### config.mk
export PLATFORM = sky130hd
export DESIGN_NAME = multicycle_control_fsm
export DESIGN_NICKNAME = d
export VERILOG_FILES = /design/src/rtl/riscv_ctrl_pkg.sv /design/src/rtl/mem_wait_timer.sv /design/src/rtl/multicycle_control_fsm.sv
export SDC_FILE = /design/constraint.sdc
export NUM_CORES = 1
export LEC_CHECK = 0
export ABC_AREA = 1
export ABC_CLOCK_PERIOD_IN_PS = 2000
export BUFFER_PORTS_ARGS = -buffer_cell sky130_fd_sc_hd__buf_2
export CELL_PAD_IN_SITES_DETAIL_PLACEMENT = 1
export CELL_PAD_IN_SITES_GLOBAL_PLACEMENT = 1
export CORE_MARGIN = 1
export CORE_UTILIZATION = 37
export CTS_CLUSTER_DIAMETER = 80
export DETAILED_ROUTE_END_ITERATION = 16
export PLACE_DENSITY = 0.84
export SETUP_SLACK_MARGIN = 0.4
export SLEW_MARGIN = 20
export SYNTH_ARGS = -nofsm -noshare
export SYNTH_HDL_FRONTEND = slang
export SYNTH_HIERARCHICAL = 1
export SYNTH_SLANG_ARGS = --single-unit
### constraint.sdc
create_clock -name clk -period 2 [get_ports clk]
set_clock_uncertainty 0.05 [all_clocks]
set_input_delay 0.1 -clock clk [delete_from_list [all_inputs] [get_ports clk]]
set_output_delay 0.1 -clock clk [all_outputs]
set_load 0.01 [all_outputs]
### src/rtl/riscv_ctrl_pkg.sv
// Shared encodings for the multi-cycle RV32I controller: opcodes, state codes,
// datapath mux selects, ALU operation classes and trap causes.
package riscv_ctrl_pkg;

    localparam logic [6:0] OPC_R      = 7'b0110011;
    localparam logic [6:0] OPC_I      = 7'b0010011;
    localparam logic [6:0] OPC_LOAD   = 7'b0000011;
    localparam logic [6:0] OPC_STORE  = 7'b0100011;
    localparam logic [6:0] OPC_BRANCH = 7'b1100011;
    localparam logic [6:0] OPC_JAL    = 7'b1101111;
    localparam logic [6:0] OPC_LUI    = 7'b0110111;
    localparam logic [6:0] OPC_AUIPC  = 7'b0010111;

    localparam logic [3:0] ST_FETCH    = 4'd0;
    localparam logic [3:0] ST_DECODE   = 4'd1;
    localparam logic [3:0] ST_EXEC_R   = 4'd2;
    localparam logic [3:0] ST_EXEC_I   = 4'd3;
    localparam logic [3:0] ST_MEM_ADDR = 4'd4;
    localparam logic [3:0] ST_MEM_RD   = 4'd5;
    localparam logic [3:0] ST_MEM_WR   = 4'd6;
    localparam logic [3:0] ST_WB_ALU   = 4'd7;
    localparam logic [3:0] ST_WB_MEM   = 4'd8;
    localparam logic [3:0] ST_BRANCH   = 4'd9;
    localparam logic [3:0] ST_JAL      = 4'd10;
    localparam logic [3:0] ST_LUI      = 4'd11;
    localparam logic [3:0] ST_AUIPC    = 4'd12;
    localparam logic [3:0] ST_TRAP     = 4'd15;

    localparam logic [1:0] SRC_A_RS1   = 2'b00;
    localparam logic [1:0] SRC_A_PC    = 2'b01;
    localparam logic [1:0] SRC_A_OLDPC = 2'b10;
    localparam logic [1:0] SRC_A_ZERO  = 2'b11;

    localparam logic [1:0] SRC_B_RS2   = 2'b00;
    localparam logic [1:0] SRC_B_FOUR  = 2'b01;
    localparam logic [1:0] SRC_B_IMM   = 2'b10;

    localparam logic [1:0] M2R_ALU     = 2'b00;
    localparam logic [1:0] M2R_MDR     = 2'b01;
    localparam logic [1:0] M2R_PC      = 2'b10;

    localparam logic [1:0] ALU_ADD     = 2'b00;
    localparam logic [1:0] ALU_CMP     = 2'b01;
    localparam logic [1:0] ALU_RFUNCT  = 2'b10;
    localparam logic [1:0] ALU_IFUNCT  = 2'b11;

    localparam logic [1:0] CAUSE_NONE        = 2'b00;
    localparam logic [1:0] CAUSE_ILLEGAL     = 2'b01;
    localparam logic [1:0] CAUSE_MEM_TIMEOUT = 2'b10;

    typedef struct packed {
        logic       mem_req;
        logic       mem_we;
        logic       iord;
        logic       ir_write;
        logic       pc_write;
        logic       pc_src;
        logic       reg_write;
        logic [1:0] mem_to_reg;
        logic [1:0] alu_src_a;
        logic [1:0] alu_src_b;
        logic [1:0] alu_op;
        logic       retire;
    } ctrl_t;

    function automatic logic is_mem_state(input logic [3:0] st);
        return (st == ST_FETCH) || (st == ST_MEM_RD) || (st == ST_MEM_WR);
    endfunction

endpackage

### src/rtl/mem_wait_timer.sv
// Saturating wait counter for the memory handshake; timeout is raised once the
// counter has reached MAX, i.e. after MAX consecutive not-ready cycles.
module mem_wait_timer #(
    parameter int MAX = 15
) (
    input  logic clk,
    input  logic rst,
    input  logic clr,
    input  logic en,
    output logic timeout
);
    localparam int W = (MAX < 1) ? 1 : $clog2(MAX + 1);
    localparam logic [W-1:0] LIMIT = W'(MAX);

    logic [W-1:0] count_reg;

    always_ff @(posedge clk) begin
        if (rst || clr) begin
            count_reg <= '0;
        end else if (en && (count_reg != LIMIT)) begin
            count_reg <= count_reg + 1'b1;
        end
    end

    assign timeout = (count_reg == LIMIT);

endmodule

### src/rtl/multicycle_control_fsm.sv
// Multi-cycle RV32I sequencing controller: state register, dispatch, Moore
// output decode with memory-ready qualification, watchdog trap and retire counter.
module multicycle_control_fsm
    import riscv_ctrl_pkg::*;
#(
    parameter int MEM_WAIT_MAX = 15,
    parameter int CNT_W        = 32
) (
    input  logic             clk,
    input  logic             rst,
    input  logic [6:0]       opcode,
    input  logic             branch_cond,
    input  logic             mem_ready,
    output logic             mem_req,
    output logic             mem_we,
    output logic             iord,
    output logic             ir_write,
    output logic             pc_write,
    output logic             pc_src,
    output logic             reg_write,
    output logic [1:0]       mem_to_reg,
    output logic [1:0]       alu_src_a,
    output logic [1:0]       alu_src_b,
    output logic [1:0]       alu_op,
    output logic             instr_retired,
    output logic [CNT_W-1:0] retired_count,
    output logic             trap,
    output logic [1:0]       trap_cause,
    output logic [3:0]       state_dbg
);
    logic [3:0]       state_reg, state_next;
    logic [1:0]       cause_reg, cause_next;
    logic             trap_reg;
    logic [CNT_W-1:0] retired_reg;
    logic             in_mem_state;
    logic             wait_timeout;
    ctrl_t            ctrl;

    assign in_mem_state = is_mem_state(state_reg);

    mem_wait_timer #(
        .MAX (MEM_WAIT_MAX)
    ) u_wait_timer (
        .clk     (clk),
        .rst     (rst),
        .clr     ((state_next != state_reg) || !in_mem_state),
        .en      (in_mem_state && !mem_ready),
        .timeout (wait_timeout)
    );

    // Next-state logic; cause_next only matters on the transition into TRAP.
    always_comb begin
        state_next = state_reg;
        cause_next = CAUSE_NONE;
        case (state_reg)
            ST_FETCH: begin
                if (mem_ready) begin
                    state_next = ST_DECODE;
                end else if (wait_timeout) begin
                    state_next = ST_TRAP;
                    cause_next = CAUSE_MEM_TIMEOUT;
                end
            end
            ST_DECODE: begin
                case (opcode)
                    OPC_R:      state_next = ST_EXEC_R;
                    OPC_I:      state_next = ST_EXEC_I;
                    OPC_LOAD,
                    OPC_STORE:  state_next = ST_MEM_ADDR;
                    OPC_BRANCH: state_next = ST_BRANCH;
                    OPC_JAL:    state_next = ST_JAL;
                    OPC_LUI:    state_next = ST_LUI;
                    OPC_AUIPC:  state_next = ST_AUIPC;
                    default: begin
                        state_next = ST_TRAP;
                        cause_next = CAUSE_ILLEGAL;
                    end
                endcase
            end
            ST_EXEC_R, ST_EXEC_I, ST_LUI, ST_AUIPC: state_next = ST_WB_ALU;
            ST_MEM_ADDR: state_next = (opcode == OPC_LOAD) ? ST_MEM_RD : ST_MEM_WR;
            ST_MEM_RD: begin
                if (mem_ready) begin
                    state_next = ST_WB_MEM;
                end else if (wait_timeout) begin
                    state_next = ST_TRAP;
                    cause_next = CAUSE_MEM_TIMEOUT;
                end
            end
            ST_MEM_WR: begin
                if (mem_ready) begin
                    state_next = ST_FETCH;
                end else if (wait_timeout) begin
                    state_next = ST_TRAP;
                    cause_next = CAUSE_MEM_TIMEOUT;
                end
            end
            ST_WB_ALU, ST_WB_MEM, ST_BRANCH, ST_JAL: state_next = ST_FETCH;
            ST_TRAP: state_next = ST_TRAP;
            default: begin
                state_next = ST_TRAP;
                cause_next = CAUSE_ILLEGAL;
            end
        endcase
    end

    always_ff @(posedge clk) begin
        if (rst) begin
            state_reg   <= ST_FETCH;
            cause_reg   <= CAUSE_NONE;
            trap_reg    <= 1'b0;
            retired_reg <= '0;
        end else begin
            state_reg <= state_next;
            if ((state_next == ST_TRAP) && (state_reg != ST_TRAP)) begin
                trap_reg  <= 1'b1;
                cause_reg <= cause_next;
            end
            if (ctrl.retire) begin
                retired_reg <= retired_reg + CNT_W'(1);
            end
        end
    end

    // Output decode; memory states only commit their strobes once mem_ready is seen.
    always_comb begin
        ctrl = '0;
        case (state_reg)
            ST_FETCH: begin
                ctrl.mem_req = 1'b1;
                if (mem_ready) begin
                    ctrl.ir_write  = 1'b1;
                    ctrl.pc_write  = 1'b1;
                    ctrl.alu_src_a = SRC_A_PC;
                    ctrl.alu_src_b = SRC_B_FOUR;
                    ctrl.alu_op    = ALU_ADD;
                end
            end
            ST_DECODE, ST_AUIPC: begin
                ctrl.alu_src_a = SRC_A_OLDPC;
                ctrl.alu_src_b = SRC_B_IMM;
                ctrl.alu_op    = ALU_ADD;
            end
            ST_EXEC_R: begin
                ctrl.alu_src_a = SRC_A_RS1;
                ctrl.alu_src_b = SRC_B_RS2;
                ctrl.alu_op    = ALU_RFUNCT;
            end
            ST_EXEC_I: begin
                ctrl.alu_src_a = SRC_A_RS1;
                ctrl.alu_src_b = SRC_B_IMM;
                ctrl.alu_op    = ALU_IFUNCT;
            end
            ST_MEM_ADDR: begin
                ctrl.alu_src_a = SRC_A_RS1;
                ctrl.alu_src_b = SRC_B_IMM;
                ctrl.alu_op    = ALU_ADD;
            end
            ST_MEM_RD: begin
                ctrl.mem_req = 1'b1;
                ctrl.iord    = 1'b1;
            end
            ST_MEM_WR: begin
                ctrl.mem_req = 1'b1;
                ctrl.mem_we  = 1'b1;
                ctrl.iord    = 1'b1;
                ctrl.retire  = mem_ready;
            end
            ST_WB_ALU: begin
                ctrl.reg_write  = 1'b1;
                ctrl.mem_to_reg = M2R_ALU;
                ctrl.retire     = 1'b1;
            end
            ST_WB_MEM: begin
                ctrl.reg_write  = 1'b1;
                ctrl.mem_to_reg = M2R_MDR;
                ctrl.retire     = 1'b1;
            end
            ST_BRANCH: begin
                ctrl.alu_src_a = SRC_A_RS1;
                ctrl.alu_src_b = SRC_B_RS2;
                ctrl.alu_op    = ALU_CMP;
                ctrl.pc_write  = branch_cond;
                ctrl.pc_src    = 1'b1;
                ctrl.retire    = 1'b1;
            end
            ST_JAL: begin
                ctrl.reg_write  = 1'b1;
                ctrl.mem_to_reg = M2R_PC;
                ctrl.pc_write   = 1'b1;
                ctrl.pc_src     = 1'b1;
                ctrl.retire     = 1'b1;
            end
            ST_LUI: begin
                ctrl.alu_src_a = SRC_A_ZERO;
                ctrl.alu_src_b = SRC_B_IMM;
                ctrl.alu_op    = ALU_ADD;
            end
            default: ctrl = '0;
        endcase
        // A reset cycle must never let a partial access or write escape.
        if (rst) begin
            ctrl.mem_req   = 1'b0;
            ctrl.mem_we    = 1'b0;
            ctrl.ir_write  = 1'b0;
            ctrl.pc_write  = 1'b0;
            ctrl.reg_write = 1'b0;
            ctrl.retire    = 1'b0;
        end
    end

    assign mem_req       = ctrl.mem_req;
    assign mem_we        = ctrl.mem_we;
    assign iord          = ctrl.iord;
    assign ir_write      = ctrl.ir_write;
    assign pc_write      = ctrl.pc_write;
    assign pc_src        = ctrl.pc_src;
    assign reg_write     = ctrl.reg_write;
    assign mem_to_reg    = ctrl.mem_to_reg;
    assign alu_src_a     = ctrl.alu_src_a;
    assign alu_src_b     = ctrl.alu_src_b;
    assign alu_op        = ctrl.alu_op;
    assign instr_retired = ctrl.retire;
    assign retired_count = retired_reg;
    assign trap          = trap_reg;
    assign trap_cause    = cause_reg;
    assign state_dbg     = state_reg;

endmodule

==> out/metrics.yaml <==
status: "complete, but fails checks"
violations: "setup timing"
async_flop_share_pct: 0
postSynthAreaPerCell_um2: 6.17
wirelength_um: 17000
grt_max_degree: 20
syn_nets: 485
gr-usage-all-layers_pct: 31.7
drt-initial-drc-count: 349
drv_cap: 0
dp_worst_setup_slack_ps: -49.4
diodes: 0
hold_viol: 0
p_per_area_nw_per_um2: 918
clockBufferDepth: 2
worstPathMaxFanout: 5
crit_type: "reg -> reg"
portBuffers: 65
fin_util_pct: 62.1
numCtsBuffers: 5
period_minus_slack_ps: 2230
cp_slowest_stage_delay_ps: 360
cts_tree: "yes"
start_kind: "flop"
worst-path-buf-inv: 1
final_common_cell: "nand2_1"
yosysWarnings: 6
die_area_um2: 8230
hp-start: "opcode[5]"
final_cell_mix: "102 x nand2_1, 62 x buf_2, 54 x nor2_1"
drv_slew: 0
hp-class: "in -> reg"
wl_per_cell_um: 24.7
htreeDepth: 2
pin_count: 66
irDropWorstVdd_v: 0.000871
global_route.overflow_total: 0
finalWorstSetupSlack_ps: -230
areaGrowthSynthToFinish_pct: 58.9
max_slew_margin_pct: 52.9
rows: 31
synth_cell_types: 32
dr.pass1.iters: 5
grt_pass1_wl_um: 20500
drive_above_1_share_pct: 50.3
min_to: "state_dbg[1]"
core_um2: 7450
die_h_um: 90.7
netlist_area_um2: 2910
timing.rr.end: "u_wait_timer/count_reg[3]"
timing.rr.start: "u_wait_timer/count_reg[0]"
power_mw: 4.25
cts_hold_buf: 0
cts-root-buf: "clkbuf_8"
crit_required_ps: 2180
hold_depth: 3
vias: 4225
die_x_um: 90.7
worstPathCellList: "ha_4 -> nand3_4 -> inv_4 -> o21ai_4 -> o21ai_1 -> nor2_2 -> nand2_2 -> nor2_4 -> nand2_1 -> nand2_1 -> nand3_2 -> nor2_4 -> nand2_2 -> nor2_1"
power_leakage_nw: 2.00
detail_route.vias_per_cell: 6.17
drtAntennaViolNets: 0
dpl.hpwl_um: 7610
start_util_pct: 39.1
drc_errors: 0
antenna_found_initial: 0
fmax_ghz: 0.448
cts_sinks: 43
rsz0062_at_grt: "true"
ys_seq_area_share_pct: 29.6
final_cells: 685
largest_reg_flops: 32
gp_congestion: 0.897
critical-path-slowest-cell: "dfxtp_2"
clkSlewWorstSetupHoldPaths_ps: 100
synthesis.instances: 472
nets: 598
period_share_pct: 111
worst_pin_slew_ps: 705
dp_cells: 634
rrSetupSlack_ps: -230
synth_seq_cells: 43
synth_ff_type: "dfxtp_1"
grt_pass1_vias: 3934
endpoint_kind: "flop"
synth_edf_count: 0
critPathArrivalTime_ps: 2410
critPathTopFamily: "simple AND/OR/NAND/NOR gates"
finalSetupViolations: 8
insertion_delay_ps: 310
reg2reg_depth: 14
worst register-to-register path: stages, from the launching register on:
cell	delay [ps]
dfxtp_2	360
ha_4	180
nand3_4	90
inv_4	60
o21ai_4	180
o21ai_1	120
nor2_2	160
nand2_2	100
nor2_4	140
nand2_1	80
nand2_1	100
nand3_2	100
nor2_4	170
nand2_2	70
nor2_1	190
cells in the mapped netlist, types with 4 or more instances:
library cell    n  area share, %
nand2_1       149             19
o21ai_1         4           0.69
nor2_4          5            1.9
nor2_1         73            9.4
inv_1          45            5.8
dfxtp_1        43             30
nor2_2          6            1.3
a21oi_1        36            6.2
xor2_1         12            3.6
nor3_1         15            2.6
nand3_1        15            2.6
xnor2_1         8            2.4
nand4_1         9            1.9
o21ai_0        17            2.9
per-layer routing:
layer  track usage (%)  share of wire, %
met1              37.4                36
met2              56.5                48
met3              5.30               8.0
met4              12.8               7.9
met5                 0                 0
worst max-delay path by stage:
stage,end,slack [ps],depth (start not counted),start
5_1_grt,u_wait_timer/count_reg[3],-250,14,u_wait_timer/count_reg[0]
2_1_floorplan,u_wait_timer/count_reg[2],290,15,state_dbg[1]
3_3_place_gp,u_wait_timer/count_reg[2],80,14,u_wait_timer/count_reg[0]
6_report,u_wait_timer/count_reg[3],-230,14,u_wait_timer/count_reg[0]
3_5_place_dp,u_wait_timer/count_reg[0],-50,14,u_wait_timer/count_reg[0]
4_1_cts,u_wait_timer/count_reg[0],60,14,u_wait_timer/count_reg[1]
through the flow:
step	setup TNS [ps]	hold slack [ps]	cell area, um2
final	-902	185	4630
after global routing	-1350	227	4630
after CTS	0	206	4130
after detailed placement	-69.9	390	3410
after global placement	0	387	3410
after floorplan	0	203	2960
timing repair:
| item | 4_1_cts | 5_1_grt |
|---|---|---|
| endpoints found under the setup margin | 41 | 56 |
| pin swaps | 36 | 37 |
| gates cloned | 2 | 0 |
| setup buffers | 28 | 13 |
| gates resized for setup | 103 | 115 |
area by class of cell:
| cell class | instances | area [um2] |
|---|---|---|
| fillers | 955 | 2820 |
| clock buffers | 7 | 96.3 |
| well taps | 99 | 124 |
| repair buffers | 116 | 892 |
| inverters | 48 | 198 |
| clock inverters | 1 | 7.51 |
| multi-input cells | 371 | 2410 |
| flip-flops and latches | 43 | 901 |
kinds of logic after synthesis:
group                      synth area share, %
buffers and inverters                     8.42
and+or+nand+nor                           44.0
AOI/OAI and AO/OA                         11.1
DFF                                       29.6
adders and majority gates                0.859
xor gates and xnor gates                  6.02
power by group:
part | switching (mW) | internal, mW | leakage [nW]
clock | 0.356 | 0.315 | 0.0505
combinational | 1.47 | 1.04 | 1.59
sequential | 0.126 | 0.937 | 0.359
(Power assumes the default switching activity.)
